==> config.mk <==
export PLATFORM = sky130hd
export DESIGN_NAME = riscv_data_mem_arbiter
export DESIGN_NICKNAME = d
export VERILOG_FILES = /design/src/rtl/riscv_data_mem_arbiter.sv
export SDC_FILE = /design/constraint.sdc
export NUM_CORES = 1
export LEC_CHECK = 0
export BUFFER_PORTS_ARGS = -buffer_cell sky130_fd_sc_hd__buf_2
export CAP_MARGIN = 10
export CORE_AREA = 4 4 123 125
export DETAILED_ROUTE_END_ITERATION = 6
export DIE_AREA = 0 0 127 129
export PLACE_DENSITY = 0.58
export SLEW_MARGIN = 20
export SYNTH_ARGS = -nofsm -noshare
export SYNTH_HDL_FRONTEND = slang
export SYNTH_SLANG_ARGS = --single-unit
export TNS_END_PERCENT = 30
==> constraint.sdc <==
create_clock -name clk -period 3.3 [get_ports clk]
set_input_delay 0.99 -clock clk [delete_from_list [all_inputs] [get_ports clk]]
set_output_delay 0.99 -clock clk [all_outputs]
set_load 0.01 [all_outputs]
==> src/rtl/riscv_data_mem_arbiter.sv <==
// Two-master round-robin arbiter for the core's data-memory port.
// Grant order is kept in an owner FIFO so responses reach the right master.
module riscv_data_mem_arbiter #(
  parameter int unsigned MAX_OUTSTANDING = 2,
  parameter int unsigned CNT_W           = 3
) (
  input  logic             clk,
  input  logic             rst_n,
  input  logic             m0_req_i,
  input  logic [31:0]      m0_addr_i,
  input  logic             m0_we_i,
  input  logic [3:0]       m0_be_i,
  input  logic [31:0]      m0_wdata_i,
  output logic             m0_gnt_o,
  output logic             m0_err_o,
  output logic             m0_rvalid_o,
  output logic [31:0]      m0_rdata_o,
  input  logic             m1_req_i,
  input  logic [31:0]      m1_addr_i,
  input  logic             m1_we_i,
  input  logic [3:0]       m1_be_i,
  input  logic [31:0]      m1_wdata_i,
  output logic             m1_gnt_o,
  output logic             m1_err_o,
  output logic             m1_rvalid_o,
  output logic [31:0]      m1_rdata_o,
  output logic             data_req_o,
  output logic [31:0]      data_addr_o,
  output logic             data_we_o,
  output logic [3:0]       data_be_o,
  output logic [31:0]      data_wdata_o,
  input  logic             data_gnt_i,
  input  logic             data_err_i,
  input  logic             data_rvalid_i,
  input  logic [31:0]      data_rdata_i,
  output logic [CNT_W-1:0] outstanding_o,
  output logic             busy_o,
  output logic             spurious_rvalid_o
);

  localparam int unsigned PW =
    (MAX_OUTSTANDING > 1) ? $clog2(MAX_OUTSTANDING) : 1;
  localparam logic [PW-1:0] LAST = PW'(MAX_OUTSTANDING - 1);
  localparam logic [CNT_W-1:0] FULL = CNT_W'(MAX_OUTSTANDING);

  typedef enum logic {
    ARB_IDLE,
    ARB_HOLD
  } state_t;

  state_t r_state;
  state_t w_state_nxt;

  logic                       r_lock_id;
  logic                       w_lock_nxt;
  logic                       r_last_grant;
  logic [CNT_W-1:0]           r_cnt;
  logic [MAX_OUTSTANDING-1:0] r_owner;
  logic [PW-1:0]              r_wptr;
  logic [PW-1:0]              r_rptr;

  logic w_pop;
  logic w_full;
  logic w_win;
  logic w_sel;
  logic w_req;
  logic w_push;
  logic w_head;

  assign w_pop  = data_rvalid_i && (r_cnt != '0);
  assign w_full = (r_cnt == FULL);
  assign w_head = r_owner[r_rptr];

  // Tie goes to whichever master did not win last time.
  assign w_win = (m0_req_i && m1_req_i) ? ~r_last_grant : m1_req_i;

  always_comb begin
    w_state_nxt = r_state;
    w_lock_nxt  = r_lock_id;
    w_sel       = 1'b0;
    w_req       = 1'b0;
    w_push      = 1'b0;
    unique case (r_state)
      ARB_IDLE: begin
        if ((!w_full || w_pop) && (m0_req_i || m1_req_i)) begin
          w_sel = w_win;
          w_req = 1'b1;
          if (data_gnt_i) begin
            w_push = 1'b1;
          end else begin
            w_state_nxt = ARB_HOLD;
            w_lock_nxt  = w_win;
          end
        end
      end
      ARB_HOLD: begin
        w_sel = r_lock_id;
        w_req = r_lock_id ? m1_req_i : m0_req_i;
        if (!w_req) begin
          w_state_nxt = ARB_IDLE;
        end else if (data_gnt_i) begin
          w_push      = 1'b1;
          w_state_nxt = ARB_IDLE;
        end
      end
      default: w_state_nxt = ARB_IDLE;
    endcase
  end

  always_ff @(posedge clk or negedge rst_n) begin
    if (!rst_n) begin
      r_state      <= ARB_IDLE;
      r_lock_id    <= 1'b0;
      r_last_grant <= 1'b1;
      r_cnt        <= '0;
      r_owner      <= '0;
      r_wptr       <= '0;
      r_rptr       <= '0;
    end else begin
      r_state   <= w_state_nxt;
      r_lock_id <= w_lock_nxt;
      if (w_push) begin
        r_owner[r_wptr] <= w_sel;
        r_wptr          <= (r_wptr == LAST) ? '0 : r_wptr + 1'b1;
        r_last_grant    <= w_sel;
      end
      if (w_pop) begin
        r_rptr <= (r_rptr == LAST) ? '0 : r_rptr + 1'b1;
      end
      case ({w_push, w_pop})
        2'b10:   r_cnt <= r_cnt + 1'b1;
        2'b01:   r_cnt <= r_cnt - 1'b1;
        default: r_cnt <= r_cnt;
      endcase
    end
  end

  assign data_req_o   = w_req;
  assign data_addr_o  = !w_req ? '0 : (w_sel ? m1_addr_i  : m0_addr_i);
  assign data_we_o    = w_req && (w_sel ? m1_we_i : m0_we_i);
  assign data_be_o    = !w_req ? '0 : (w_sel ? m1_be_i    : m0_be_i);
  assign data_wdata_o = !w_req ? '0 : (w_sel ? m1_wdata_i : m0_wdata_i);

  assign m0_gnt_o = w_push && !w_sel;
  assign m1_gnt_o = w_push &&  w_sel;
  assign m0_err_o = m0_gnt_o && data_err_i;
  assign m1_err_o = m1_gnt_o && data_err_i;

  assign m0_rvalid_o = w_pop && !w_head;
  assign m1_rvalid_o = w_pop &&  w_head;
  assign m0_rdata_o  = data_rdata_i;
  assign m1_rdata_o  = data_rdata_i;

  assign outstanding_o     = r_cnt;
  assign busy_o            = (r_cnt != '0) || w_req;
  assign spurious_rvalid_o = data_rvalid_i && (r_cnt == '0);

endmodule
## After elaboration in Yosys (flattened, before gate mapping)

Cells that the tools add are included.

| cells by class | value |
|---|---|
| add/subtract/negate cells | 4 |
| order comparisons | 3 |
| eq/ne operators | 3 |
| multiplexer cells | 29 |
| bitwise operators | 3 |
| reduce and logical (&&, ||, !) cells | 22 |

Operator list:

| cell | number |
|---|---|
| $mux W32 | 4 |
| $mux W1 | 16 |
| $logic_and A1 B1 Y1 | 12 |
| $mux W4 | 2 |
| $pmux W1 S2 | 4 |
| $pmux W3 S2 | 1 |
| $lt A1 B2 Y1 const B | 2 |
| $add A3 B1 Y3 const B | 1 |
| $eq A3 B2 Y1 const B | 1 |
| $logic_not A1 Y1 | 3 |
| $logic_not A3 Y1 | 1 |
| $logic_or A1 B1 Y1 | 3 |
| $not A1 Y1 | 3 |
| $reduce_and A3 Y1 | 1 |
| $reduce_bool A3 Y1 | 1 |
| $sub A3 B1 Y3 const B | 1 |
| $add A1 B1 Y1 const B | 2 |
| $bwmux W2 | 1 |
| $eq A2 B1 Y1 const B | 1 |
| $eq A2 B2 Y1 const B | 1 |
| $reduce_bool A2 Y1 | 1 |
| $demux W1 S1 | 1 |
| $ge A1 B1 Y1 const B | 1 |

| storage, ports and cells | value |
|---|---|
| register bits | 10 |
| output and inout bits | 145 |
| word-level logic and storage cells | 71 |

## Depth between registers and ports, before layout

| logic depth | value |
|---|---|
| word-level depth | 9 |
| gate-level depth with buffers | 11 |

## Worst setup path before layout

No wires, ideal clock.

| timing | value |
|---|---|
| path type | in2out |
| start point | input port data_rvalid_i |
| end point | output port data_wdata_o[0] |
| arrival time | 2.275 ns |
| required time | 2.310 ns |
| slack | 0.035 ns |
| stages on the path | 6 |
| cell sequence | nor4b_1 o31a_1 buf_2 buf_2 nand2_1 a21oi_1 |

| between the ends | value |
|---|---|
| longest elaborated chain between the ends | 7 |
| elaborated cells on any way between the ends | 9 |

Ends and longest elaborated chain:

| item | line | text |
|---|---|---|
| start, declared | 34 | `input logic data_rvalid_i,` |
| $logic_and A1 B1 Y1 * | 70 | `assign w_pop = data_rvalid_i && (r_cnt != '0);` |
| $logic_or A1 B1 Y1 * | 85 | `if ((!w_full \|\| w_pop) && (m0_req_i \|\| m1_req_i)) begin` |
| $logic_and A1 B1 Y1 * | 85 |  |
| $mux W1 | 85 |  |
| $pmux W1 S2 | 83 | `unique case (r_state)` |
| $mux W32 | 142 | `assign data_wdata_o = !w_req ? '0 : (w_sel ? m1_wdata_i : m0_wdata_i);` |
| $mux W32 * | 142 |  |
| end, declared | 31 | `output logic [31:0] data_wdata_o,` |

Mark *: on every way between the ends. The rest lies on a longest branch, timed or not.

## Final worst setup path

| timing | value |
|---|---|
| start point | input port data_rvalid_i |
| end point | output port data_addr_o[14] |

| between the ends | value |
|---|---|
| longest elaborated chain between the ends | 7 |
| elaborated cells on any way between the ends | 9 |

Ends and longest elaborated chain:

| item | line | text |
|---|---|---|
| $logic_and A1 B1 Y1 * | 70 |  |
| $logic_or A1 B1 Y1 * | 85 |  |
| $logic_and A1 B1 Y1 * | 85 |  |
| $mux W1 | 85 |  |
| $pmux W1 S2 | 83 |  |
| $mux W32 | 139 | `assign data_addr_o = !w_req ? '0 : (w_sel ? m1_addr_i : m0_addr_i);` |
| $mux W32 * | 139 |  |
| end, declared | 28 | `output logic [31:0] data_addr_o,` |

Marks and branches as above.

==> flow_summary.yaml <==
clocking:
  cts_inserted_buffers: 3
  cts_max_level: 1
  cts.sinks: 10
  cts_tree: "done"
  cts.clk_slew.worst_paths_ns: 0.04
  clkLatencyLatePin_ns: 0.24
  root_buffer: "clkbuf_16"
  clockBufferDepth: 2
floorplanning:
  core_area_um2: 13900
  io_pins: 322
  die_h_um: 129
  dieArea_um2: 16400
  num_rows: 43
  fp.dieW_um: 127
  initial_core_util_pct: 14.8
worst_setup_path:
  max_stage_delay_ns: 0.49
  worst-path-buf-inv: 4
  reg2reg_depth: 11
  start_kind: "primary input"
  crit_path_end_kind: "output pin"
  critPathRequiredTime_ns: 2.31
  cp_max_fo: 5
  crit_top_cell: "buf_6"
  timing.rr.start: "outstanding_o[2]"
  rr_endpoint: "outstanding_o[2]"
  cp_slowest_cell: "or4b_4"
  critPathTopFamily: "buffers and inverters"
  reg2reg_slack_ns: 0.66
  worstSetupPathType: "in -> out"
  arrival_ns: 2.38
  cp_cell_sequence: "buf_6 > or4b_4 > o221ai_4 > buf_6 > clkbuf_16 > a21oi_2 > buf_2"
drt:
  wire_per_inst_um: 15.3
  route.antenna.remaining_nets: 0
  first_pass_iters: 4
  vias: 2936
  wl_um: 10900
  drcViolationCount: 0
  initialDrtViolationCount: 82
  via_per_inst: 4.15
yosys:
  yosys_register_bits: 10
  synth_nets: 531
  ys_warn_count: 0
  synthArstFlopShare_pct: 100
  yosys-top-cells-area: "nand2_1, buf_4, a21oi_1, dfrtp_1, clkbuf_1"
  synth_area_leader_cell: "nand2_1"
  netlist.area_leader.share_pct: 25.6
  ys_seq_area_share_pct: 12.3
  synth_cells: 352
  avgSynthCellArea_um2: 5.82
  synth_ff_type: "dfrtp_1"
  synth-edff-count: 0
  syn_area_um2: 2050
  synthDistinctLibCells: 34
worst_hold_path:
  hold_start: "r_rptr"
  min_path_type: "reg -> reg"
  hold_end: "r_rptr"
  holdPathStages: 1
placed_design:
  io_buffers: 225
  gp_congestion: 0.739
  placed_area_um2: 3060
  place_hpwl_um: 7220
sta:
  final.setup_skew_ns: 0.00200
  rsz0062_at_grt: "true"
  relSlewSlack_pct: 78.0
  max_freq_ghz: 0.297
  layout_setup_ws_ns: -0.0674
  min_period_ns: 3.37
  slew_viol_final: 0
  setup_viol_count_final: 73
  hold_viol: 0
  finalCritPeriodShare_pct: 102
  worst_pin_slew_ns: 0.327
global_route:
  grt.overflow.total: 0
  grt_pass1_vias: 2812
  antenna_found_initial: 0
  grt_use_total_pct: 10.5
  grt_max_degree: 34
  grt_pass1_wl_um: 13900
finish:
  design_area_um2: 3670
  diodes: 0
  area_growth_pct: 79.1
  seq_area_um2: 251
  final.fill_count: 1548
  multi_input_area_um2: 1390
  final_nets: 708
  postLayoutCoreUtil_pct: 26.4
  drive_above_1_share_pct: 59.3
power:
  vdd_drop_max_v: 0.000189
  powerDensity_nw_per_um2: 603
  p_leak_nw: 1.96
status:
  violations: "negative setup slack"
  outcome: "finished with violations"
flow_run:
  maxCapViolCount: 0
[repair_timing]
| item | 4_1_cts | 5_1_grt |
|---|---|---|
| pin swaps | 3 | 3 |
| hold buffers | 0 | 0 |
| setup buffers | 5 | 0 |
| cloned | 3 | 8 |
| setup endpoints to repair | 75 | 75 |
| resized for setup | 7 | 50 |
[cells in the mapped netlist, types with 2 or more instances]
cell type / n
a21oi_1: 69
buf_2: 9
buf_4: 64
clkbuf_1: 15
dfrtp_1: 9
inv_1: 6
mux2i_1: 3
nand2_1: 140
nor2_1: 7
nor3_1: 2
o31ai_1: 2
xnor2_1: 3
xor2_1: 2
[routing by layer]
layer / GRT usage [%] / share of wire [%]
met1: 12.6 / 37
met2: 18.2 / 49
met3: 2.99 / 9.8
met4: 3.60 / 4.1
met5: 0 / 0
[placed cells by master, fill, tap and decap left out, types with 2 or more instances in the layout]
cell type	synthesis	layout
a21oi_1	69	30
a21oi_2	0	36
a21oi_4	0	3
buf_12	0	7
buf_16	0	3
buf_2	9	221
buf_4	64	13
buf_6	0	9
clkbuf_16	0	9
dfrtp_1	9	9
inv_1	6	6
mux2i_1	3	3
nand2_1	140	140
nor2_1	7	7
nor3_1	2	2
o31ai_1	2	2
xnor2_1	3	3
xor2_1	2	2
[worst max path at each step]
stage / start / endpoint / depth (start not counted)
global placement: data_rvalid_i / data_addr_o[14] / 8
detailed placement: data_rvalid_i / data_addr_o[14] / 8
floorplan: data_rvalid_i / data_wdata_o[0] / 6
global route: data_rvalid_i / data_addr_o[11] / 7
CTS: data_rvalid_i / data_wdata_o[16] / 7
finish: data_rvalid_i / data_addr_o[14] / 7
[power breakdown]
group / total, mW / switching (mW) / internal, mW
Sequential: 0.250 / 0.0657 / 0.184
Clock: 0.241 / 0.0586 / 0.182
Combinational: 1.72 / 0.906 / 0.818
Total: 2.21 / 1.03 / 1.18
[sequential cells by signal, indices dropped and copies added, names as in the netlist]
name,flops
r_state,1
r_rptr,1
r_wptr,1
r_owner,2
outstanding_o,3
r_last_grant,1
r_lock_id,1
[final cells by class]
cell class | instances | area share (%)
Multi-Input combinational cell | 247 | 37.8
Inverter | 7 | 0.716
Tap cell | 180 | 6.13
Clock buffer | 4 | 2.42
Timing Repair Buffer | 260 | 46.1
Sequential cell | 10 | 6.85
[through the flow]
stage | total power, mW | cells | hold slack, ns | setup slack (ns) | setup TNS (ns)
4_1_cts | 1.99 | 700 | 0.501 | -0.163 | -9.68
3_5_place_dp | 1.60 | 688 | 0.492 | -0.250 | -8.99
2_1_floorplan | 1.06 | 352 | 0.467 | 0.0350 | 0
6_report | 2.21 | 708 | 0.498 | -0.0674 | -2.79
5_1_grt | 2.40 | 708 | 0.519 | -0.126 | -7.72
3_3_place_gp | 1.58 | 688 | 0.485 | -0.272 | -9.48
[cells by family (layout without fill, tap and decap cells)]
family          after synthesis  after routing  share of synthesized area, %
simple gates                157            157                          30.5
mux                           4              4                          2.01
xor+xnor                      5              5                          2.14
flops                        10             10                          12.3
buf+inv                      95            271                          29.7
fa+ha+maj                     2              2                          1.59
compound gates               79             79                          21.9
(Power assumes the default switching activity.)
